[src/rtl/instr_fetch_unit.sv]
// Purpose : fetch stage between a combinational program ROM and execute; owns the
//           fetch PC, captures {pc, inst} into a 2-entry prefetch buffer and
//           presents the head to execute with a valid/ready handshake.
// Latency : reset release -> head valid after one edge (zero with FETCH_BYPASS_EN);
//           redirect -> target valid two edges later (one with FETCH_BYPASS_EN).
// Backpressure: out_ready low lets the buffer fill to 2, then the fetch PC holds.
//
// Optional feature macro: FETCH_BYPASS_EN
//   Defined  : with an empty buffer and no redirect, the ROM output is presented
//              combinationally and, if accepted, consumed without being buffered.
//   Undefined: every output is derived from registered state only.
//
// Ports:
//   clk, rst_n       clock (rising edge), asynchronous active-low reset
//   rom_addr         ROM address, always the fetch PC register
//   rom_data         combinational ROM data for rom_addr
//   redirect_valid   taken branch/jump: flush buffer, restart fetch at redirect_pc
//   redirect_pc      redirect target
//   out_valid        head of buffer holds an instruction
//   out_inst/out_pc  head instruction and its PC
//   out_ready        execute accepts the head this cycle
module instr_fetch_unit #(
  parameter int                 ADDR_W   = 8,
  parameter int                 INST_W   = 6,
  parameter logic [ADDR_W-1:0]  RESET_PC = 8'h00
) (
  input  logic              clk,
  input  logic              rst_n,
  output logic [ADDR_W-1:0] rom_addr,
  input  logic [INST_W-1:0] rom_data,
  input  logic              redirect_valid,
  input  logic [ADDR_W-1:0] redirect_pc,
  output logic              out_valid,
  output logic [INST_W-1:0] out_inst,
  output logic [ADDR_W-1:0] out_pc,
  input  logic              out_ready
);

  typedef struct packed {
    logic [ADDR_W-1:0] pc;
    logic [INST_W-1:0] inst;
  } entry_t;

  logic [ADDR_W-1:0] fetch_pc_q, fetch_pc_d;
  logic              rd_ptr_q, rd_ptr_d;
  logic              wr_ptr_q, wr_ptr_d;
  logic [1:0]        count_q, count_d;
  entry_t            slot_q [2];
  entry_t            slot_d [2];

  entry_t            head;
  logic              buf_valid;
  logic              buf_pop;
  logic              byp_act;
  logic              byp_take;
  logic              push;

  assign head      = slot_q[rd_ptr_q];
  assign buf_valid = (count_q != 2'd0);
  assign rom_addr  = fetch_pc_q;

`ifdef FETCH_BYPASS_EN
  // An empty buffer forwards the ROM word straight to execute unless a redirect
  // is flushing the stream this cycle.
  assign byp_act   = (count_q == 2'd0) && !redirect_valid;
  assign out_valid = buf_valid || byp_act;
  assign out_inst  = byp_act ? rom_data   : head.inst;
  assign out_pc    = byp_act ? fetch_pc_q : head.pc;
`else
  assign byp_act   = 1'b0;
  assign out_valid = buf_valid;
  assign out_inst  = head.inst;
  assign out_pc    = head.pc;
`endif

  // Buffer pop only happens from a non-empty buffer; a bypassed word is consumed
  // directly and must not also be written.
  assign buf_pop  = buf_valid && out_ready;
  assign byp_take = byp_act && out_ready;
  assign push     = !byp_take && ((count_q != 2'd2) || buf_pop);

  always_comb begin
    fetch_pc_d = fetch_pc_q;
    rd_ptr_d   = rd_ptr_q;
    wr_ptr_d   = wr_ptr_q;
    count_d    = count_q;
    slot_d[0]  = slot_q[0];
    slot_d[1]  = slot_q[1];

    if (redirect_valid) begin
      // Redirect wins over any push/pop: the presented head is dropped, not consumed.
      fetch_pc_d = redirect_pc;
      rd_ptr_d   = 1'b0;
      wr_ptr_d   = 1'b0;
      count_d    = 2'd0;
    end else begin
      if (push) begin
        slot_d[wr_ptr_q] = '{pc: fetch_pc_q, inst: rom_data};
        wr_ptr_d         = ~wr_ptr_q;
      end
      if (push || byp_take) begin
        // Wraps modulo 2^ADDR_W.
        fetch_pc_d = fetch_pc_q + {{(ADDR_W-1){1'b0}}, 1'b1};
      end
      if (buf_pop) begin
        rd_ptr_d = ~rd_ptr_q;
      end
      count_d = count_q + {1'b0, push} - {1'b0, buf_pop};
    end
  end

  always_ff @(posedge clk or negedge rst_n) begin
    if (!rst_n) begin
      fetch_pc_q <= RESET_PC;
      rd_ptr_q   <= 1'b0;
      wr_ptr_q   <= 1'b0;
      count_q    <= 2'd0;
      slot_q[0]  <= '0;
      slot_q[1]  <= '0;
    end else begin
      fetch_pc_q <= fetch_pc_d;
      rd_ptr_q   <= rd_ptr_d;
      wr_ptr_q   <= wr_ptr_d;
      count_q    <= count_d;
      slot_q[0]  <= slot_d[0];
      slot_q[1]  <= slot_d[1];
    end
  end

endmodule

[config.mk]
export PLATFORM = sky130hd
export DESIGN_NAME = instr_fetch_unit
export DESIGN_NICKNAME = d
export VERILOG_FILES = /design/src/rtl/instr_fetch_unit.sv
export SDC_FILE = /design/constraint.sdc
export NUM_CORES = 1
export LEC_CHECK = 0
export CAP_MARGIN = 20
export CORE_ASPECT_RATIO = 0.6
export CORE_UTILIZATION = 40
export DETAILED_ROUTE_END_ITERATION = 6
export GPL_ROUTABILITY_DRIVEN = 1
export PLACE_DENSITY = 0.7
export SETUP_SLACK_MARGIN = 0.4
export SLEW_MARGIN = 5
export SYNTH_ARGS = -nofsm -noshare
export SYNTH_HDL_FRONTEND = slang
export SYNTH_SLANG_ARGS = --single-unit
[constraint.sdc]
create_clock -name clk -period 1.85 [get_ports clk]
set_clock_uncertainty 0.1 [all_clocks]
set_input_delay 0.37 -clock clk [delete_from_list [all_inputs] [get_ports clk]]
set_output_delay 0.37 -clock clk [all_outputs]
set_load 0.01 [all_outputs]
==> results by group, run 1 <==
Run status
  – Status: finished, violations left
  – Failing checks: negative setup slack

Floorplanning
  – Initial core utilization: 42.2%
  – I/O pin count: 41
  – DIE AREA: 0.00518 sq mm
  – Die H: 56.2 um
  – Core ar.: 0.00464 sq mm
  – Cell Rows: 19
  – Chip width: 92.3 um

Hold path
  – HP Start: slot_q[23]
  – HP Class: register to register
  – WHS Path Cells: 1
  – Worst Hold End: slot_q[23]

Setup path
  – R2R setup slack: 0.19 ns
  – WS Path Type: register to output pin
  – Crit-path slowest cell: dfrtp_1
  – CP Capture Type: output pin
  – Arrival time worst endpoint: 1.41 ns
  – CP max FO: 8
  – Reg2reg end: rom_addr[7]
  – R2r startpoint: count_q[1]
  – Cell Chain, Critical Path: buf_6 > buf_12 > mux2_4 > buf_6
  – Most used cell, CP: buf_6
  – Worst EP required: 1.38 ns
  – R2R cell count: 5
  – Startpoint types: register
  – Slowest stage delay, CP: 0.42 ns

Synth
  – Syn Inst Count: 143
  – Mapped Area: 0.00196 sq mm
  – Register area share after synthesis: 51.2%
  – Syn Area/Cell: 13.7 sq um
  – Syn Nets: 163
  – Yosys warns: 0
  – Post-synth EDFFs: 0
  – Commonest cells post-synth: dfrtp_1 (40), mux2_2 (22), mux2_4 (20)
  – Synth area leaders: dfrtp_1 (51%), mux2_4 (15%), mux2_2 (13%), nor3b_4 (1.9%), or4_1 (1.9%)
  – Count leader, synth: dfrtp_1
  – Post-synth cell types: 27
  – Synth Register Bits: 40
  – Cell taking the most area after synthesis: dfrtp_1
  – Ys flop type: dfrtp_1
  – Async SR Flop Fraction: 100%
  – Yosys top cell area share: 51.2%

STA
  – Final Hold Viols: 0
  – Min Tclk post-route: 1.88 ns
  – Fin worst setup slack: -0.0343 ns
  – Final cycle utilization of the critical path: 102%
  – Max Fclk: 531 MHz
  – Setup violations, final: 8
  – Relative slew slack: 72.7%
  – Least-Margin Pin Slew: 0.409 ns
  – RSZ-0062 raised after global routing: yes
  – Final slew viol count: 0

Layout
  – Layout cells sized above 1: 58.5%
  – Nets: 243
  – Ant diodes: 0
  – Fill count: 335
  – Area Growth Syn to Fin: 56.4%
  – Non-Filler Instances: 287
  – Sequential Area: 0.00101 sq mm
  – Multi-input gate area: 0.00106 sq mm

Pwr
  – Max IR drop VDD: 0.674 mV
  – Sequential share of power: 31.7%
  – Leakage: 1.39 nW
  – Logic pwr share: 52.7%
  – Sw Share: 30.9%
  – Cell area power density: 1510 mW/mm^2
  – Net Switching: 1.43 mW
  – Pint: 3.19 mW
  – Clock power frac: 15.6%

Global route
  – Global-route wire length before repair: 8.50 mm
  – Antenna violations before repair: 0
  – Pin count of the biggest net entering global routing: 28
  – Vias in the first global route: 1593
  – Remaining Overflow, GRT: 0
  – Gr usage total: 22.1%

Placement
  – Dpl hpwl: 3.12 mm
  – Routability Congestion: 0.789
  – Port-buffer cells: 40
  – Pre-CTS setup slack: -0.564 ns
  – Inst Count DP: 249

Route
  – Routed wire per std cell: 19.3 um
  – First-pass iteration count of the detailed router: 4
  – Via count: 1504
  – Via/cell ratio: 5.24
  – Antenna-violating nets left: 0
  – WL final: 5.53 mm
  – DR iter-0 viols: 104
  – DRC Markers: 0

Clocking
  – Clock tree from TritonCTS: built
  – CTS clk-pin slew, worst paths: 0.08 ns
  – Inserted Clock Buffers: 5
  – Htree depth: 2
  – Clock buffer depth: 2
  – CTS root buf: clkbuf_8
  – Worst skew pair latency: 0.30 ns
  – Clk sink count: 40

Job
  – Max Cap Violations: 0
==> final cells by class <==
class / count / share of cell area [%]
clock buffers: 5 / 2.25
repair buffers: 80 / 25.8
well taps: 63 / 2.58
flip-flops and latches: 40 / 32.9
multi-input cells: 93 / 34.7
clock inverters: 3 / 1.39
inverters: 3 / 0.368
==> what timing repair did <==
item	CTS	global route
pin swaps	13	9
hold buffers	1	0
gates resized for setup	142	22
cloned	1	0
endpoints found under the hold margin	9	0
buffers inserted	23	5
endpoints found under the setup margin	60	64
==> layer usage <==
metal | routed length [um] | share of wire [%] | up-vias | GRT usage [%]
li1 | - | - | 673 | -
met1 | 2530 | 46 | 766 | 30.2
met2 | 2720 | 49 | 58 | 35.1
met3 | 235 | 4.3 | 7 | 5.74
met4 | 44 | 0.80 | 0 | 5.58
met5 | 0 | 0 | - | 0
==> worst max-delay path, delay by kind of cell, from the launching register on <==
kind | cells | cell delay (ns)
flops | 1 | 0.42
buf+inv | 3 | 0.38
mux | 1 | 0.30
==> layout by cell type, fill, tap and decap left out, types with 3 or more instances in the layout <==
cell type	n
nand2_1	4
or4_1	3
nand3_1	3
mux2_4	42
dfrtp_2	5
o31ai_1	3
clkbuf_2	3
dfrtp_1	35
clkdlybuf4s15_1	4
nor2_1	7
buf_4	20
buf_6	31
a31oi_1	4
clkbuf_8	5
clkdlybuf4s50_1	14
==> cell families (layout without fill, tap and decap cells) <==
| kind of cell | count (synthesis) | count (layout) | share of synthesized area, % |
|---|---|---|---|
| and+or+nand+nor | 30 | 30 | 9.53 |
| xor gates and xnor gates | 4 | 4 | 1.79 |
| adders and majority gates | 2 | 2 | 1.28 |
| AOI/OAI and AO/OA | 13 | 13 | 4.22 |
| buffers and inverters | 10 | 91 | 2.94 |
| DFF | 40 | 40 | 51.2 |
| muxes | 44 | 44 | 29.0 |
==> registers in the layout (all words and copies together), names as in the netlist <==
signal / flops
slot_q: 28
rd_ptr_q: 1
wr_ptr_q: 1
count_q: 2
rom_addr: 8
==> metrics by stage <==
stage	setup TNS (ns)	hold WS [ns]	area (sq um)	power (mW)	util, %
floorplan	0	-0.0256	1970	2.43	-
global placement	-13.05	0.308	2470	3.10	53.2
detailed placement	-14.82	0.323	2470	3.18	53.2
CTS	-0.183	0.419	2960	4.46	63.9
global route	-0.692	0.440	3060	4.85	66.0
finish	-0.262	0.418	3060	4.62	66.0
==> worst max-delay path by stage <==
stage,start,end,slack [ns],cells past startpoint
2_1_floorplan,count_q[1],slot_q[0],0.27,4
3_3_place_gp,out_ready,slot_q[9],-0.50,4
3_5_place_dp,out_ready,slot_q[6],-0.56,4
4_1_cts,rd_ptr_q,out_pc[7],-0.03,4
5_1_grt,rd_ptr_q,out_inst[4],-0.08,4
6_report,rd_ptr_q,out_pc[7],-0.03,4
==> power groups by stage <==
stage	Clock (mW)	Sequential, mW	Combinational [mW]
6_report	0.722	1.46	2.43
5_1_grt	0.775	1.50	2.57
4_1_cts	0.734	1.44	2.29
3_5_place_dp	0	1.47	1.71
3_3_place_gp	0	1.44	1.65
2_1_floorplan	0	1.40	1.03
No activity file was read; power rests on OpenSTA's default activity.
==> run 2: changes to the inputs <==
--- a/config.mk
+++ b/config.mk
@@ -6,11 +6,12 @@
 export NUM_CORES = 1
 export LEC_CHECK = 0
 export CAP_MARGIN = 20
-export CORE_ASPECT_RATIO = 0.6
+export CORE_ASPECT_RATIO = 1.1
 export CORE_UTILIZATION = 40
 export DETAILED_ROUTE_END_ITERATION = 6
+export DONT_BUFFER_PORTS = 1
 export GPL_ROUTABILITY_DRIVEN = 1
-export PLACE_DENSITY = 0.7
+export PLACE_DENSITY = 0.59
 export SETUP_SLACK_MARGIN = 0.4
 export SLEW_MARGIN = 5
 export SYNTH_ARGS = -nofsm -noshare
==> run 2 against run 1 <==
  * The run now ends clean
  * Wire length down 23%
  * Combinational power decreased by 39%
  * Cell count is 23% lower
  * Via count fell by 19%
  * Sequential power up 3%
  * Total power down 20%
==> results by group, run 2 (synthesis gave the netlist of run 1 again) <==
Setup path
  – Slowest stage delay, CP: 0.40 ns
  – WS Path Type: register to output pin
  – Startpoint types: register
  – CP Depth: 2
  – Worst EP required: 1.38 ns
  – Family with the most delay on the worst path: flip-flops
  – CP Capture Type: output pin
  – Crit-path slowest cell: dfrtp_2
  – CP max FO: 11
  – Cell Chain, Critical Path: buf_12 > mux2_2
  – Arrival time worst endpoint: 1.21 ns
  – R2R cell count: 5
  – CP Buf/Inv Count: 1

Clocking
  – CTS clk-pin slew, worst paths: 0.08 ns
  – Clk sink count: 40
  – Inserted Clock Buffers: 5
  – Clock buffer depth: 2
  – Clock tree from TritonCTS: built
  – Worst skew pair latency: 0.29 ns
  – CTS root buf: clkbuf_8
  – Htree depth: 2

Layout
  – Biggest register: slot_q
  – Nets: 185
  – Layout cells sized above 1: 53.6%
  – Largest register FFs: 28
  – Commonest non-fill, non-tap cell in the layout: dfrtp_1
  – Ant diodes: 0
  – Area Growth Syn to Fin: 23.0%
  – Commonest non-fill, non-tap cells in the layout: dfrtp_1 (32), mux2_4 (27), mux2_2 (15)

Floorplanning
  – DIE AREA: 0.00517 sq mm
  – Initial core utilization: 41.7%
  – Core ar.: 0.00468 sq mm
  – Cell Rows: 26
  – I/O pin count: 41
  – Chip width: 68.7 um
  – Die H: 75.3 um

STA
  – Max Fclk: 596 MHz
  – Setup TNS: 0 ns
  – Final slew viol count: 0
  – Final cycle utilization of the critical path: 90.6%
  – Relative slew slack: 73.1%
  – Fin Hold WS: 0.0348 ns
  – Setup violations, final: 0
  – Min Tclk post-route: 1.68 ns
  – RSZ-0062 raised after global routing: yes
  – Final Hold Viols: 0
  – Least-Margin Pin Slew: 0.404 ns

Hold path
  – WHS Path Cells: 1
  – HP Class: input pin to register

Global route
  – Pin count of the biggest net entering global routing: 41
  – Vias in the first global route: 1237
  – Remaining Overflow, GRT: 0
  – Global-route wire length before repair: 6.58 mm
  – Antenna violations before repair: 0
  – Met2 Track Usage GR: 28.4%
  – Busiest grt layer: met2
  – Gr usage total: 18.3%
  – GR Layer Usage met1: 23.9%
  – Met3 Use GR: 5.84%

Route
  – Via/cell ratio: 5.48
  – WL final: 4.25 mm
  – Via count: 1216
  – Antenna-violating nets left: 0
  – First-pass iteration count of the detailed router: 4
  – DRC Markers: 0
  – Routed wire per std cell: 19.1 um
  – DR iter-0 viols: 78

Placement
  – Port-buffer cells: 0
  – Dpl hpwl: 2.72 mm
  – Routability Congestion: 0.775

Pwr
  – Cell area power density: 1530 mW/mm^2
  – Max IR drop VDD: 0.568 mV
  – Leakage: 1.02 nW

Job
  – Max Cap Violations: 0

Run status
  – Status: finished clean
-- run 2: cell count changes in the layout (fill, tap and decap cells not counted), sizes merged --
cell	change
buf	-34
clkdlybuf4s50	-14
clkbuf	-4
clkdlybuf4s15	-4
dlygate4sd2	-2
-- run 2: repair_timing --
action | CTS | global route
hold buffers | 2 | 0
endpoints found under the hold margin | 40 | 0
buffers inserted | 11 | 0
resized for setup | 29 | 10
setup endpoints to repair | 52 | 55
cloned | 3 | 0
pin swaps | 7 | 8
-- run 2: per-stage QoR --
stage	power, mW	std cells	util [%]	setup WS (ns)	area (sq um)
after floorplan	2.43	143	-	0.267	1970
after global placement	2.61	198	43.7	0.240	2050
after detailed placement	2.68	198	43.7	0.190	2050
after CTS	3.67	222	50.5	0.159	2370
after global routing	3.92	222	51.3	0.131	2400
final	3.69	222	51.3	0.173	2400
-- run 2: final cells by class --
type	instances	area (sq um)
Tap cell	56	70.1
Fill cell	406	2280
Clock inverter	3	42.5
Sequential cell	40	1010
Clock buffer	5	68.8
Inverter	3	11.3
Multi-Input combinational cell	93	967
Timing Repair Buffer	22	234
-- run 2: final timing paths --
path / slack, ns / endpoint / startpoint
worst max-delay path: 0.17 / out_inst[3] / rd_ptr_q
worst min-delay path: 0.03 / count_q[0] / redirect_valid
worst max register to register: 0.25 / rom_addr[1] / count_q[0]
worst min register to register: 0.41 / slot_q[17] / slot_q[17]
max in group asynchronous: 0.98 / rd_ptr_q / rst_n
min in group asynchronous: 0.45 / slot_q[1] / rst_n
-- run 2: worst register-to-register path, delay by kind of cell (launching register included) --
family | cells | cell delay, ns
AND/OR/NAND/NOR | 1 | 0.38
buffers and inverters | 2 | 0.32
flip-flops | 1 | 0.43
multiplexers | 1 | 0.18
AO/OA/AOI/OAI | 1 | 0.07
-- run 2: where the power goes --
part / internal, mW / leakage, nW / total [mW] / switching, mW
logic: 0.924 / 0.508 / 1.48 / 0.556
clock network: 0.399 / 0.0541 / 0.706 / 0.307
registers: 1.22 / 0.463 / 1.50 / 0.284
-- run 2: routing by layer --
| metal | up-vias | wire length (um) |
|---|---|---|
| li1 | 567 | - |
| met1 | 612 | 1820 |
| met2 | 33 | 2080 |
| met3 | 4 | 286 |
| met4 | 0 | 56 |
| met5 | - | 0 |
